**config.mk**
```make
export PLATFORM = sky130hd
export DESIGN_NAME = chacha_axil_regs_flat
export DESIGN_NICKNAME = d
export VERILOG_FILES = /design/src/rtl/chacha_axil_pkg.sv /design/src/rtl/chacha_axil_regs_if.sv /design/src/rtl/chacha_axil_decode.sv /design/src/rtl/chacha_axil_regs.sv /design/src/flat_wrapper.sv
export SDC_FILE = /design/constraint.sdc
export NUM_CORES = 2
export LEC_CHECK = 0
export ABC_AREA = 1
export CAP_MARGIN = 30
export CORE_AREA = 2 2 599 601
export DETAILED_ROUTE_END_ITERATION = 10
export DIE_AREA = 0 0 601 603
export GPL_ROUTABILITY_DRIVEN = 0
export GPL_TIMING_DRIVEN = 0
export SKIP_LAST_GASP = 1
export SLEW_MARGIN = 15
export SYNTH_ARGS = -nofsm -noshare
export SYNTH_HDL_FRONTEND = slang
export SYNTH_SLANG_ARGS = --single-unit
```
**constraint.sdc**
```tcl
create_clock -name aclk -period 2.5 [get_ports aclk]
set_input_delay 0.25 -clock aclk [delete_from_list [all_inputs] [get_ports aclk]]
set_output_delay 0.25 -clock aclk [all_outputs]
set_load 0.05 [all_outputs]
```
**src/rtl/chacha_axil_pkg.sv**
```systemverilog
// Shared constants and types for the ChaCha20 AXI4-Lite register block.
package chacha_axil_pkg;

  localparam logic [31:0] ADDR_VERSION   = 32'h0000_0000;
  localparam logic [31:0] ADDR_CONTROL   = 32'h0000_0004;
  localparam logic [31:0] ADDR_KEY       = 32'h0000_0008;
  localparam logic [31:0] ADDR_IV        = 32'h0000_0028;
  localparam logic [31:0] ADDR_DATA_SIZE = 32'h0000_0034;
  localparam logic [31:0] ADDR_DATA_IN   = 32'h0001_0000;
  localparam logic [31:0] ADDR_DATA_OUT  = 32'h0002_0000;

  localparam logic [31:0] VERSION_DEFAULT = 32'h1000_0000;

  localparam int unsigned CTRL_RESETN     = 0;
  localparam int unsigned CTRL_DATA_VALID = 1;

  localparam logic [1:0] RESP_OKAY   = 2'b00;
  localparam logic [1:0] RESP_SLVERR = 2'b10;

  localparam int unsigned KEY_WORDS = 8;
  localparam int unsigned IV_WORDS  = 3;

  typedef enum logic [2:0] {
    REGION_NONE,
    REGION_VERSION,
    REGION_CONTROL,
    REGION_KEY,
    REGION_IV,
    REGION_DATA_SIZE,
    REGION_DATA_IN,
    REGION_DATA_OUT
  } region_t;

  typedef enum logic {W_IDLE, W_RESP} w_state_t;
  typedef enum logic {R_IDLE, R_DATA} r_state_t;

endpackage

```
**src/rtl/chacha_axil_regs_if.sv**
```systemverilog
// AXI4-Lite bus bundle between the host interconnect and the ChaCha register block.
interface chacha_axil_regs_if #(
  parameter int unsigned ADDR_W = 32,
  parameter int unsigned DATA_W = 32
) ();

  logic [ADDR_W-1:0] s_axi_awaddr;
  logic              s_axi_awvalid;
  logic              s_axi_awready;
  logic [DATA_W-1:0] s_axi_wdata;
  logic              s_axi_wvalid;
  logic              s_axi_wready;
  logic [1:0]        s_axi_bresp;
  logic              s_axi_bvalid;
  logic              s_axi_bready;
  logic [ADDR_W-1:0] s_axi_araddr;
  logic              s_axi_arvalid;
  logic              s_axi_arready;
  logic [DATA_W-1:0] s_axi_rdata;
  logic [1:0]        s_axi_rresp;
  logic              s_axi_rvalid;
  logic              s_axi_rready;

  modport slave (
    input  s_axi_awaddr, s_axi_awvalid, s_axi_wdata, s_axi_wvalid, s_axi_bready,
           s_axi_araddr, s_axi_arvalid, s_axi_rready,
    output s_axi_awready, s_axi_wready, s_axi_bresp, s_axi_bvalid,
           s_axi_arready, s_axi_rdata, s_axi_rresp, s_axi_rvalid
  );

  modport master (
    output s_axi_awaddr, s_axi_awvalid, s_axi_wdata, s_axi_wvalid, s_axi_bready,
           s_axi_araddr, s_axi_arvalid, s_axi_rready,
    input  s_axi_awready, s_axi_wready, s_axi_bresp, s_axi_bvalid,
           s_axi_arready, s_axi_rdata, s_axi_rresp, s_axi_rvalid
  );

endinterface

```
**src/rtl/chacha_axil_decode.sv**
```systemverilog
// Address decoder: maps a byte address to a register region and word index.
module chacha_axil_decode
  import chacha_axil_pkg::*;
#(
  parameter int unsigned NUMBER_OF_BLOCKS = 1,
  parameter int unsigned ADDR_W           = 32,
  parameter int unsigned IDX_W            = 4
) (
  input  logic [ADDR_W-1:0] addr,
  output region_t           region,
  output logic [IDX_W-1:0]  idx,
  output logic              writable,
  output logic              legal
);

  localparam logic [31:0] DATA_WORDS = 32'(16 * NUMBER_OF_BLOCKS);

  logic [31:0] wa;
  logic [31:0] off;

  // Decode on word address so the byte-lane bits are ignored.
  always_comb begin
    wa     = 32'(addr) >> 2;
    region = REGION_NONE;
    off    = '0;
    if (wa == (ADDR_VERSION >> 2)) begin
      region = REGION_VERSION;
    end else if (wa == (ADDR_CONTROL >> 2)) begin
      region = REGION_CONTROL;
    end else if (wa >= (ADDR_KEY >> 2) && wa < (ADDR_KEY >> 2) + 32'(KEY_WORDS)) begin
      region = REGION_KEY;
      off    = wa - (ADDR_KEY >> 2);
    end else if (wa >= (ADDR_IV >> 2) && wa < (ADDR_IV >> 2) + 32'(IV_WORDS)) begin
      region = REGION_IV;
      off    = wa - (ADDR_IV >> 2);
    end else if (wa == (ADDR_DATA_SIZE >> 2)) begin
      region = REGION_DATA_SIZE;
    end else if (wa >= (ADDR_DATA_IN >> 2) && wa < (ADDR_DATA_IN >> 2) + DATA_WORDS) begin
      region = REGION_DATA_IN;
      off    = wa - (ADDR_DATA_IN >> 2);
    end else if (wa >= (ADDR_DATA_OUT >> 2) && wa < (ADDR_DATA_OUT >> 2) + DATA_WORDS) begin
      region = REGION_DATA_OUT;
      off    = wa - (ADDR_DATA_OUT >> 2);
    end
    idx      = IDX_W'(off);
    writable = (region == REGION_CONTROL) || (region == REGION_KEY) ||
               (region == REGION_IV) || (region == REGION_DATA_IN);
    legal    = (region != REGION_NONE);
  end

endmodule

```
**src/rtl/chacha_axil_regs.sv**
```systemverilog
// AXI4-Lite responder and register file for the ChaCha20 core.
module chacha_axil_regs
  import chacha_axil_pkg::*;
#(
  parameter int unsigned NUMBER_OF_BLOCKS   = 1,
  parameter int unsigned C_S_AXI_ADDR_WIDTH = 32,
  parameter int unsigned C_S_AXI_DATA_WIDTH = 32,
  parameter logic [31:0] VERSION            = VERSION_DEFAULT
) (
  input  logic                          aclk,
  input  logic                          aresetn,
  chacha_axil_regs_if.slave             s_axi,
  output logic                          core_resetn,
  output logic [255:0]                  key,
  output logic [95:0]                   iv,
  output logic [512*NUMBER_OF_BLOCKS-1:0] data_in,
  input  logic [512*NUMBER_OF_BLOCKS-1:0] data_out,
  input  logic                          data_valid
);

  localparam int unsigned DATA_WORDS = 16 * NUMBER_OF_BLOCKS;
  localparam int unsigned IDX_W      = $clog2(DATA_WORDS);

  w_state_t                      w_state;
  r_state_t                      r_state;
  region_t                       wr_region, rd_region;
  logic [IDX_W-1:0]              wr_idx, rd_idx;
  logic                          wr_writable, wr_legal;
  logic                          rd_writable_unused, rd_legal;
  logic                          wr_commit, rd_commit;
  logic [C_S_AXI_DATA_WIDTH-1:0] rd_word;

  chacha_axil_decode #(
    .NUMBER_OF_BLOCKS (NUMBER_OF_BLOCKS),
    .ADDR_W           (C_S_AXI_ADDR_WIDTH),
    .IDX_W            (IDX_W)
  ) u_wr_decode (
    .addr     (s_axi.s_axi_awaddr),
    .region   (wr_region),
    .idx      (wr_idx),
    .writable (wr_writable),
    .legal    (wr_legal)
  );

  chacha_axil_decode #(
    .NUMBER_OF_BLOCKS (NUMBER_OF_BLOCKS),
    .ADDR_W           (C_S_AXI_ADDR_WIDTH),
    .IDX_W            (IDX_W)
  ) u_rd_decode (
    .addr     (s_axi.s_axi_araddr),
    .region   (rd_region),
    .idx      (rd_idx),
    .writable (rd_writable_unused),
    .legal    (rd_legal)
  );

  // Handshake edges: AW/W and AR each complete when their ready pulse meets valid.
  always_comb begin
    wr_commit = (w_state == W_IDLE) && s_axi.s_axi_awready &&
                s_axi.s_axi_awvalid && s_axi.s_axi_wvalid;
    rd_commit = (r_state == R_IDLE) && s_axi.s_axi_arready && s_axi.s_axi_arvalid;
  end

  // Write channel FSM: joint AW/W ready pulse, then hold B until accepted.
  always_ff @(posedge aclk or negedge aresetn) begin
    if (!aresetn) begin
      w_state             <= W_IDLE;
      s_axi.s_axi_awready <= 1'b0;
      s_axi.s_axi_wready  <= 1'b0;
      s_axi.s_axi_bvalid  <= 1'b0;
      s_axi.s_axi_bresp   <= RESP_OKAY;
    end else begin
      case (w_state)
        W_IDLE: begin
          if (wr_commit) begin
            s_axi.s_axi_awready <= 1'b0;
            s_axi.s_axi_wready  <= 1'b0;
            s_axi.s_axi_bvalid  <= 1'b1;
            s_axi.s_axi_bresp   <= wr_legal ? RESP_OKAY : RESP_SLVERR;
            w_state             <= W_RESP;
          end else if (!s_axi.s_axi_awready && s_axi.s_axi_awvalid && s_axi.s_axi_wvalid) begin
            s_axi.s_axi_awready <= 1'b1;
            s_axi.s_axi_wready  <= 1'b1;
          end else begin
            s_axi.s_axi_awready <= 1'b0;
            s_axi.s_axi_wready  <= 1'b0;
          end
        end
        W_RESP: begin
          if (s_axi.s_axi_bready) begin
            s_axi.s_axi_bvalid <= 1'b0;
            w_state            <= W_IDLE;
          end
        end
        default: w_state <= W_IDLE;
      endcase
    end
  end

  // Register file update on the write handshake edge; read-only targets are dropped.
  always_ff @(posedge aclk or negedge aresetn) begin
    if (!aresetn) begin
      core_resetn <= 1'b0;
      key         <= '0;
      iv          <= '0;
      data_in     <= '0;
    end else if (wr_commit && wr_writable) begin
      case (wr_region)
        REGION_CONTROL: core_resetn <= s_axi.s_axi_wdata[CTRL_RESETN];
        REGION_KEY: begin
          for (int unsigned i = 0; i < KEY_WORDS; i++)
            if (wr_idx == IDX_W'(i)) key[32*i +: 32] <= s_axi.s_axi_wdata;
        end
        REGION_IV: begin
          for (int unsigned i = 0; i < IV_WORDS; i++)
            if (wr_idx == IDX_W'(i)) iv[32*i +: 32] <= s_axi.s_axi_wdata;
        end
        REGION_DATA_IN: begin
          for (int unsigned i = 0; i < DATA_WORDS; i++)
            if (wr_idx == IDX_W'(i)) data_in[32*i +: 32] <= s_axi.s_axi_wdata;
        end
        default: ;
      endcase
    end
  end

  // Read mux over current register contents and live core outputs.
  always_comb begin
    rd_word = '0;
    case (rd_region)
      REGION_VERSION: rd_word = VERSION;
      REGION_CONTROL: begin
        rd_word[CTRL_RESETN]     = core_resetn;
        rd_word[CTRL_DATA_VALID] = data_valid;
      end
      REGION_KEY: begin
        for (int unsigned i = 0; i < KEY_WORDS; i++)
          if (rd_idx == IDX_W'(i)) rd_word = key[32*i +: 32];
      end
      REGION_IV: begin
        for (int unsigned i = 0; i < IV_WORDS; i++)
          if (rd_idx == IDX_W'(i)) rd_word = iv[32*i +: 32];
      end
      REGION_DATA_SIZE: rd_word = 32'(64 * NUMBER_OF_BLOCKS);
      REGION_DATA_IN: begin
        for (int unsigned i = 0; i < DATA_WORDS; i++)
          if (rd_idx == IDX_W'(i)) rd_word = data_in[32*i +: 32];
      end
      REGION_DATA_OUT: begin
        for (int unsigned i = 0; i < DATA_WORDS; i++)
          if (rd_idx == IDX_W'(i)) rd_word = data_out[32*i +: 32];
      end
      default: rd_word = '0;
    endcase
  end

  // Read channel FSM: data is captured at the AR handshake edge, before any
  // same-edge write commit lands, so a colliding read sees the old value.
  always_ff @(posedge aclk or negedge aresetn) begin
    if (!aresetn) begin
      r_state             <= R_IDLE;
      s_axi.s_axi_arready <= 1'b0;
      s_axi.s_axi_rvalid  <= 1'b0;
      s_axi.s_axi_rdata   <= '0;
      s_axi.s_axi_rresp   <= RESP_OKAY;
    end else begin
      case (r_state)
        R_IDLE: begin
          if (rd_commit) begin
            s_axi.s_axi_arready <= 1'b0;
            s_axi.s_axi_rvalid  <= 1'b1;
            s_axi.s_axi_rdata   <= rd_word;
            s_axi.s_axi_rresp   <= rd_legal ? RESP_OKAY : RESP_SLVERR;
            r_state             <= R_DATA;
          end else if (!s_axi.s_axi_arready && s_axi.s_axi_arvalid && !s_axi.s_axi_rvalid) begin
            s_axi.s_axi_arready <= 1'b1;
          end else begin
            s_axi.s_axi_arready <= 1'b0;
          end
        end
        R_DATA: begin
          if (s_axi.s_axi_rready) begin
            s_axi.s_axi_rvalid <= 1'b0;
            r_state            <= R_IDLE;
          end
        end
        default: r_state <= R_IDLE;
      endcase
    end
  end

endmodule
```
**src/flat_wrapper.sv**
```systemverilog
// flat-port wrapper written by rule: the top's interface ports become plain ports
module chacha_axil_regs_flat import chacha_axil_pkg::*;
#(
  parameter int unsigned NUMBER_OF_BLOCKS   = 1,
  parameter int unsigned C_S_AXI_ADDR_WIDTH = 32,
  parameter int unsigned C_S_AXI_DATA_WIDTH = 32,
  parameter logic [31:0] VERSION            = VERSION_DEFAULT
)
  (aclk, aresetn, core_resetn, key, iv, data_in, data_out, data_valid, s_axi_s_axi_awaddr, s_axi_s_axi_awvalid, s_axi_s_axi_wdata, s_axi_s_axi_wvalid, s_axi_s_axi_bready, s_axi_s_axi_araddr, s_axi_s_axi_arvalid, s_axi_s_axi_rready, s_axi_s_axi_awready, s_axi_s_axi_wready, s_axi_s_axi_bresp, s_axi_s_axi_bvalid, s_axi_s_axi_arready, s_axi_s_axi_rdata, s_axi_s_axi_rresp, s_axi_s_axi_rvalid);
  chacha_axil_regs_if s_axi_i ();
  input  logic aclk;
  input  logic aresetn;
  output logic core_resetn;
  output logic [255:0] key;
  output logic [95:0] iv;
  output logic [512*NUMBER_OF_BLOCKS-1:0] data_in;
  input  logic [512*NUMBER_OF_BLOCKS-1:0] data_out;
  input  logic data_valid;
  input wire logic [$bits(s_axi_i.s_axi_awaddr)-1:0] s_axi_s_axi_awaddr;
  input wire logic [$bits(s_axi_i.s_axi_awvalid)-1:0] s_axi_s_axi_awvalid;
  input wire logic [$bits(s_axi_i.s_axi_wdata)-1:0] s_axi_s_axi_wdata;
  input wire logic [$bits(s_axi_i.s_axi_wvalid)-1:0] s_axi_s_axi_wvalid;
  input wire logic [$bits(s_axi_i.s_axi_bready)-1:0] s_axi_s_axi_bready;
  input wire logic [$bits(s_axi_i.s_axi_araddr)-1:0] s_axi_s_axi_araddr;
  input wire logic [$bits(s_axi_i.s_axi_arvalid)-1:0] s_axi_s_axi_arvalid;
  input wire logic [$bits(s_axi_i.s_axi_rready)-1:0] s_axi_s_axi_rready;
  output wire logic [$bits(s_axi_i.s_axi_awready)-1:0] s_axi_s_axi_awready;
  output wire logic [$bits(s_axi_i.s_axi_wready)-1:0] s_axi_s_axi_wready;
  output wire logic [$bits(s_axi_i.s_axi_bresp)-1:0] s_axi_s_axi_bresp;
  output wire logic [$bits(s_axi_i.s_axi_bvalid)-1:0] s_axi_s_axi_bvalid;
  output wire logic [$bits(s_axi_i.s_axi_arready)-1:0] s_axi_s_axi_arready;
  output wire logic [$bits(s_axi_i.s_axi_rdata)-1:0] s_axi_s_axi_rdata;
  output wire logic [$bits(s_axi_i.s_axi_rresp)-1:0] s_axi_s_axi_rresp;
  output wire logic [$bits(s_axi_i.s_axi_rvalid)-1:0] s_axi_s_axi_rvalid;
  assign s_axi_i.s_axi_awaddr = s_axi_s_axi_awaddr;
  assign s_axi_i.s_axi_awvalid = s_axi_s_axi_awvalid;
  assign s_axi_i.s_axi_wdata = s_axi_s_axi_wdata;
  assign s_axi_i.s_axi_wvalid = s_axi_s_axi_wvalid;
  assign s_axi_i.s_axi_bready = s_axi_s_axi_bready;
  assign s_axi_i.s_axi_araddr = s_axi_s_axi_araddr;
  assign s_axi_i.s_axi_arvalid = s_axi_s_axi_arvalid;
  assign s_axi_i.s_axi_rready = s_axi_s_axi_rready;
  assign s_axi_s_axi_awready = s_axi_i.s_axi_awready;
  assign s_axi_s_axi_wready = s_axi_i.s_axi_wready;
  assign s_axi_s_axi_bresp = s_axi_i.s_axi_bresp;
  assign s_axi_s_axi_bvalid = s_axi_i.s_axi_bvalid;
  assign s_axi_s_axi_arready = s_axi_i.s_axi_arready;
  assign s_axi_s_axi_rdata = s_axi_i.s_axi_rdata;
  assign s_axi_s_axi_rresp = s_axi_i.s_axi_rresp;
  assign s_axi_s_axi_rvalid = s_axi_i.s_axi_rvalid;
  chacha_axil_regs #(.NUMBER_OF_BLOCKS(NUMBER_OF_BLOCKS), .C_S_AXI_ADDR_WIDTH(C_S_AXI_ADDR_WIDTH), .C_S_AXI_DATA_WIDTH(C_S_AXI_DATA_WIDTH), .VERSION(VERSION)) u_core (.aclk(aclk), .aresetn(aresetn), .s_axi(s_axi_i), .core_resetn(core_resetn), .key(key), .iv(iv), .data_in(data_in), .data_out(data_out), .data_valid(data_valid));
endmodule
```
# == After elaboration in Yosys (flattened, before gate mapping) ==
# Index checks and enable logic that the tools add are counted.
# op_classes
n_addsub,8
n_lt_le_gt_ge,16
eq_ne,49
n_mux,91
n_bitwise,2
reduce_logical,62
# op_table
op,count
$mux 32,43
$pmux 30 s6,1
$lt 30x4->1 const B,4
$reduce_and 3->1,27
$eq 4x4->1 const B,16
$logic_not 32->1,2
$eq 30x1->1 const B,2
$eq 30x4->1 const B,2
$ge 30x15->1 const B,2
$ge 30x16->1 const B,2
$ge 30x2->1 const B,2
$ge 30x4->1 const B,2
$lt 30x15->1 const B,2
$lt 30x16->1 const B,2
$mux 4,14
$mux 3,14
$eq 4x3->1 const B,8
$eq 3x3->1 const B,6
$logic_and 1x1->1,18
$eq 4x2->1 const B,4
$sub 4x1->4 const B,4
$eq 3x2->1 const B,4
$mux 1,12
$pmux 2 s5,1
other kinds (14),34
# word_totals
register_bits,907
inputBits,616
output_inout_bits,906

# == Logic depth before layout (Yosys ltp) ==
# depth
ltp_word,27
ltp_mapped,32
mapped_depth_nobuf,31

# == Cells and area by module ==
# A second synthesis with hierarchy kept.
# hier_totals
hier_cells,5955
area_unflattened_um2,45044.5
# modules_own_cells
mod,instances,cells_per_inst,area_each_um2,seq_area_each_um2
chacha_axil_regs,1,5712,43830.8,22646.7
chacha_axil_decode at u_core.u_rd_decode,1,125,629.4,0.0
chacha_axil_decode at u_core.u_wr_decode,1,118,584.3,0.0

# == Worst setup path after synthesis ==
# Ideal clock, no wire load.
# synth_timing
kind,in2reg
startpoint,input port s_axi_s_axi_awaddr[19]
endpoint,register u_core.key[29]
t_arrival_ps,2812
required_time_ps,2364
slack_ps,-448
path_stages,24
n_path_buf,1
cell_sequence,nor2_1 > nand2_1 > nor3_1 > inv_2 > nor2_2 > inv_2 > nor2_1 > nand3_1 > nor2_1 > inv_2 > a41o_1 > nand2_1 > nand2_1 > inv_2 > nor2_1 > a31oi_1 > inv_2 > nor2_4 > inv_2 > nor2_1 > nand2_1 > clkbuf_1 > nand2_1 > o21ai_0
# synth_via
elab_chain_cells,15
word_cells_on_any_way,39
classes_between,order compare (8); eq/ne (6); mux (14); reduce/logical (11)
# synth_rtl
element,line,text
from (decl),flat_wrapper.sv:19,input wire logic [$bits(s_axi_i.s_axi_awaddr)-1:0] s_axi_s_axi_awaddr;
$ge 30x16->1 or $lt 30x16->1 (tied branches),chacha_axil_decode.sv:41,end else if (wa >= (ADDR_DATA_OUT >> 2) && wa < (ADDR_DATA_OUT >> 2) + DATA_WORDS) begin
$logic_and 1x1->1,chacha_axil_decode.sv:41,
$mux 3,chacha_axil_decode.sv:41,
$mux 3,chacha_axil_decode.sv:38,end else if (wa >= (ADDR_DATA_IN >> 2) && wa < (ADDR_DATA_IN >> 2) + DATA_WORDS) begin
$mux 3,chacha_axil_decode.sv:36,end else if (wa == (ADDR_DATA_SIZE >> 2)) begin
$mux 3,chacha_axil_decode.sv:33,end else if (wa >= (ADDR_IV >> 2) && wa < (ADDR_IV >> 2) + 32'(IV_WORDS)) begin
$mux 3,chacha_axil_decode.sv:30,end else if (wa >= (ADDR_KEY >> 2) && wa < (ADDR_KEY >> 2) + 32'(KEY_WORDS)) begin
$mux 3,chacha_axil_decode.sv:28,end else if (wa == (ADDR_CONTROL >> 2)) begin
$mux 3,chacha_axil_decode.sv:26,if (wa == (ADDR_VERSION >> 2)) begin
"$eq 3x2->1, on equally long branches","chacha_axil_decode.sv:46, chacha_axil_regs.sv:108",
$logic_or 1x1->1 (2 in series),chacha_axil_decode.sv:46,writable = (region == REGION_CONTROL) || (region == REGION_KEY) ||
$logic_or 1x1->1,chacha_axil_decode.sv:47,(region == REGION_IV) || (region == REGION_DATA_IN);
$logic_and 1x1->1,chacha_axil_regs.sv:107,end else if (wr_commit && wr_writable) begin
$reduce_and 3->1 (no source line) *,-,
"to (signal, indexed assignment)",chacha_axil_regs.sv:112,if (wr_idx == IDX_W'(i)) key[32*i +: 32] <= s_axi.s_axi_wdata;
to (decl),chacha_axil_regs.sv:14,"output logic [255:0] key,"
# Every way passes the cells marked *; elsewhere a longest branch is shown, timed or not.
# A chain may end at the register's enable or synchronous reset.

# == Worst setup path in the final report ==
# layout_timing
startpoint,input port s_axi_s_axi_araddr[25]
endpoint,register u_core.s_axi.s_axi_rdata[29] (netlist bit)
# layout_via
elab_chain_cells,27
word_cells_on_any_way,95
classes_between,order compare (8); eq/ne (23); mux (58); reduce/logical (6)
# layout_rtl
element,line,text
from (decl),flat_wrapper.sv:24,input wire logic [$bits(s_axi_i.s_axi_araddr)-1:0] s_axi_s_axi_araddr;
$ge 30x16->1 or $lt 30x16->1 (tied branches),chacha_axil_decode.sv:41,
$logic_and 1x1->1,chacha_axil_decode.sv:41,
$mux 4,chacha_axil_decode.sv:41,
$mux 4,chacha_axil_decode.sv:38,
$mux 4,chacha_axil_decode.sv:36,
$mux 4,chacha_axil_decode.sv:33,
$mux 4,chacha_axil_decode.sv:30,
$mux 4,chacha_axil_decode.sv:28,
$mux 4,chacha_axil_decode.sv:26,
$logic_not 4->1,-,
"$mux 32, on equally long branches (16 in series)","chacha_axil_regs.sv:151, chacha_axil_regs.sv:147",
$pmux 30 s6 *,chacha_axil_regs.sv:130,case (rd_region)
to (signal assigned),chacha_axil_regs.sv:172,s_axi.s_axi_rdata <= rd_word;
to (decl),chacha_axil_regs_if.sv:28,"s_axi_arready, s_axi_rdata, s_axi_rresp, s_axi_rvalid"
# Marks and branches as above.

==> results by group <==
Finish
  • Post-Layout Cell Count: 13070
  • Post-Layout Inst Area: 80970 µm²
  • Commonest non-fill, non-tap cell in the layout: nand2_1
  • Final nets: 8734
  • Register area: 22650 µm²
  • Syn-to-layout area delta: 78.08%
  • Multi-input logic area: 24010 µm²
  • Fill count: 38920
  • Layout cells sized above 1: 0.1940
  • Commonest cells after routing, fill and taps aside: 1907 x nand2_1, 1457 x clkdlybuf4s50_1, 905 x dfrtp_1, 534 x o21ai_0, 446 x o21ai_1

Run status
  • Status: finished with violations
  • Failing checks: antenna rules, hold timing, setup timing

Setup path
  • Worst setup path class: input port to flop
  • Worst setup SP type: input port
  • Levels on crit path: 30
  • Worst setup EP type: flop
  • CP delay by family, top: simple AND/OR/NAND/NOR gates
  • CP most frequent cell: nand2_2
  • Critical Path RT: 3.16 ns
  • Buf/Inv on CP: 5
  • Crit-path max cell delay: 0.59 ns
  • R2r worst-path depth: 16
  • Critical Path AT: 5.35 ns
  • Crit-path max FO: 7
  • Critical path's slowest cell: nand4_1

Min path
  • Hold Crit Class: input port to async pin

STA
  • Fin Hold WS: -0.4963 ns
  • Rel. slew slack: 0.2275
  • TNS Setup: -828.90 ns
  • Final hold vios: 130
  • Unrepaired setup endpoints after global routing: yes
  • Clock skew: 0.04008 ns
  • Fmax: 0.2130 GHz
  • Actual slew at the worst max-slew pin: 1.159 ns
  • Final critical-path setup slack: -2.195 ns
  • Final setup fails: 1097
  • Slew Limit Fails: 0
  • Fin crit share: 1.878
  • Crit path time final: 4.695 ns

Route
  • DRC Markers: 0
  • Vias: 61400
  • DR top layer: met5
  • Total Wirelength: 560500 µm
  • Met2 Wirelength: 235000 µm
  • Iteration-0 DRC Markers: 9722
  • Via/cell ratio: 4.699
  • Initial DRT Pass Iterations: 10
  • DR WL met3: 75770 µm
  • Wire length per cell: 42.89 µm
  • Final antenna-violating net count: 1
  • Met1 WL: 186300 µm

Logic synthesis
  • Mapped cell area: 45470 µm²
  • Fraction of registers with async set/reset: 1.000
  • Post-synth EDFFs: 0
  • Number of synthesized register bits: 905
  • Mean Syn Cell Area: 7.414 µm²
  • Yosys warning count: 0
  • Main synth FF type: dfrtp_1
  • Cells after Synth: 6133
  • Library cells used by synthesis: 55
  • Seq/Total Area, Yosys: 0.4981

Placement
  • Worst slack at placement: -5.463 ns
  • Placed Area: 69670 µm²
  • Dpl hpwl: 465900 µm
  • Placed cells: 12490
  • PortBufs: 1514

Floorplanning
  • Initial Util: 0.1279
  • Die X: 601 µm
  • Die ar.: 362400 µm²
  • Die H: 603 µm
  • I/O Pins: 1522
  • Cell row count: 219
  • Core area: 355400 µm²

Clock network
  • TritonCTS clock tree: done
  • Clock Latency Late Sink: 0.76 ns
  • CTS buffer count: 105
  • Clock Pin Slew Worst Setup and Hold Paths: 0.07 ns
  • CTS max path bufs: 3
  • H-tree Lvls: 3
  • CTS root buf: clkbuf_16
  • Clock sink count: 905

Power
  • Pint: 25.65 mW
  • Total power: 35.48 mW
  • Psw: 9.833 mW
  • PwrDens: 438.2 nW/µm²
  • Clock share of power: 0.478
  • Leakage power: 34.60 nW
  • Max VDD drop: 698.2 µV
  • Comb power frac: 0.107
  • Sw frac: 0.2771
  • Seq pwr share: 0.415

Global route
  • Largest net degree at the start of global routing: 155
  • Initial antenna violation count: 224
  • Vias in the first global route: 55050
  • GRT Util Overall: 0.2941
  • First-pass GRT wire length: 673800 µm
  • GRT overflow: 0

Job
  • MaxCap Viol Count: 0
==> cells by family after synthesis <==
kind of cell / after synthesis / synth area share
DFF: 905 / 0.4981
adders and majority gates: 4 / 0.001101
other: 1 / 0.00008247
buffers and inverters: 825 / 0.07022
xor gates and xnor gates: 2 / 0.0003853
AOI/OAI and AO/OA: 1389 / 0.1600
and+or+nand+nor: 3007 / 0.2702
==> registers in the layout (all words and copies together), names as in the netlist <==
register	flops
u_core.r_state	1
u_core.core_resetn	1
u_core.s_axi.s_axi_rresp	1
u_core.s_axi.s_axi_awready	1
u_core.s_axi.s_axi_bvalid	1
u_core.w_state	1
u_core.key	256
u_core.data_in	512
u_core.s_axi.s_axi_rdata	32
u_core.s_axi.s_axi_bresp	1
u_core.s_axi.s_axi_rvalid	1
u_core.iv	96
u_core.s_axi.s_axi_arready	1
==> through the flow <==
step / utilization / hold WS (ns)
2_1_floorplan: - / -0.04559
3_3_place_gp: 0.1899 / 0.4603
3_5_place_dp: 0.1960 / 0.3042
4_1_cts: 0.2195 / -0.5323
5_1_grt: 0.2274 / -0.4813
6_report: 0.2278 / -0.4963
==> layout make-up <==
type	instances	area share
diodes	116	0.003585
plain buffers	402	0.03616
clock buffers	149	0.03798
clock inverters	44	0.007154
inverters	420	0.02089
multi-input cells	4406	0.2965
flip-flops and latches	905	0.2797
well taps	4751	0.07341
repair buffers	1874	0.2446
==> per-layer routing <==
metal,global-route usage,up-vias
met5,0.01810,-
met3,0.1462,1701
met1,0.3074,29700
met4,0.2610,112
li1,-,24120
met2,0.4340,5766
==> final timing paths <==
kind                                                   from                            to  slack [ns]
min in group aclk                       s_axi_s_axi_arvalid    u_core.s_axi.s_axi_arready        0.08
worst max-delay path                 s_axi_s_axi_araddr[25]  u_core.s_axi.s_axi_rdata[29]       -2.19
worst min register to register  u_core.s_axi.s_axi_rdata[7]   u_core.s_axi.s_axi_rdata[7]        0.48
worst min-delay path                                aresetn           u_core.data_in[295]       -0.50
max in group asynchronous                           aresetn                 u_core.iv[87]       -0.38
worst max register to register           u_core.data_in[27]  u_core.s_axi.s_axi_rdata[27]       -1.14
==> power groups by stage <==
| stage | registers, mW | clock network [mW] | logic [mW] |
|---|---|---|---|
| detailed placement | 15.0 | 0 | 3.52 |
| floorplan | 15.1 | 0 | 0.451 |
| finish | 14.7 | 17.0 | 3.79 |
| global placement | 15.0 | 0 | 3.13 |
| global route | 14.7 | 17.5 | 3.83 |
| CTS | 14.7 | 17.0 | 3.61 |
==> cells in the mapped netlist, types with 9 or more instances <==
| cell | instances | area share |
|---|---|---|
| o21ai_0 | 577 | 0.064 |
| nand2_1 | 2226 | 0.18 |
| dfrtp_1 | 905 | 0.50 |
| a221oi_1 | 9 | 0.0017 |
| inv_1 | 399 | 0.033 |
| nand3_2 | 9 | 0.0020 |
| nand4_1 | 139 | 0.019 |
| clkbuf_1 | 331 | 0.027 |
| a211oi_1 | 12 | 0.0020 |
| nor2_2 | 15 | 0.0021 |
| nand3_1 | 223 | 0.025 |
| o211ai_1 | 28 | 0.0046 |
| o21ai_1 | 434 | 0.048 |
| or2_2 | 51 | 0.0070 |
| inv_2 | 20 | 0.0017 |
| a21oi_1 | 254 | 0.028 |
| o21a_1 | 9 | 0.0015 |
| a31oi_1 | 14 | 0.0019 |
| nor2_1 | 300 | 0.025 |
| buf_2 | 62 | 0.0068 |
| nor3_1 | 11 | 0.0012 |
| a22oi_1 | 34 | 0.0056 |
==> repair_timing <==
item                       in CTS  in global routing
hold endpoints to repair      127                127
setup endpoints to repair    1181               1135
gates resized for setup       922                550
setup buffers                 155                100
gates cloned                    0                 10
pin swaps                     315                174
(Power assumes the default switching activity.)
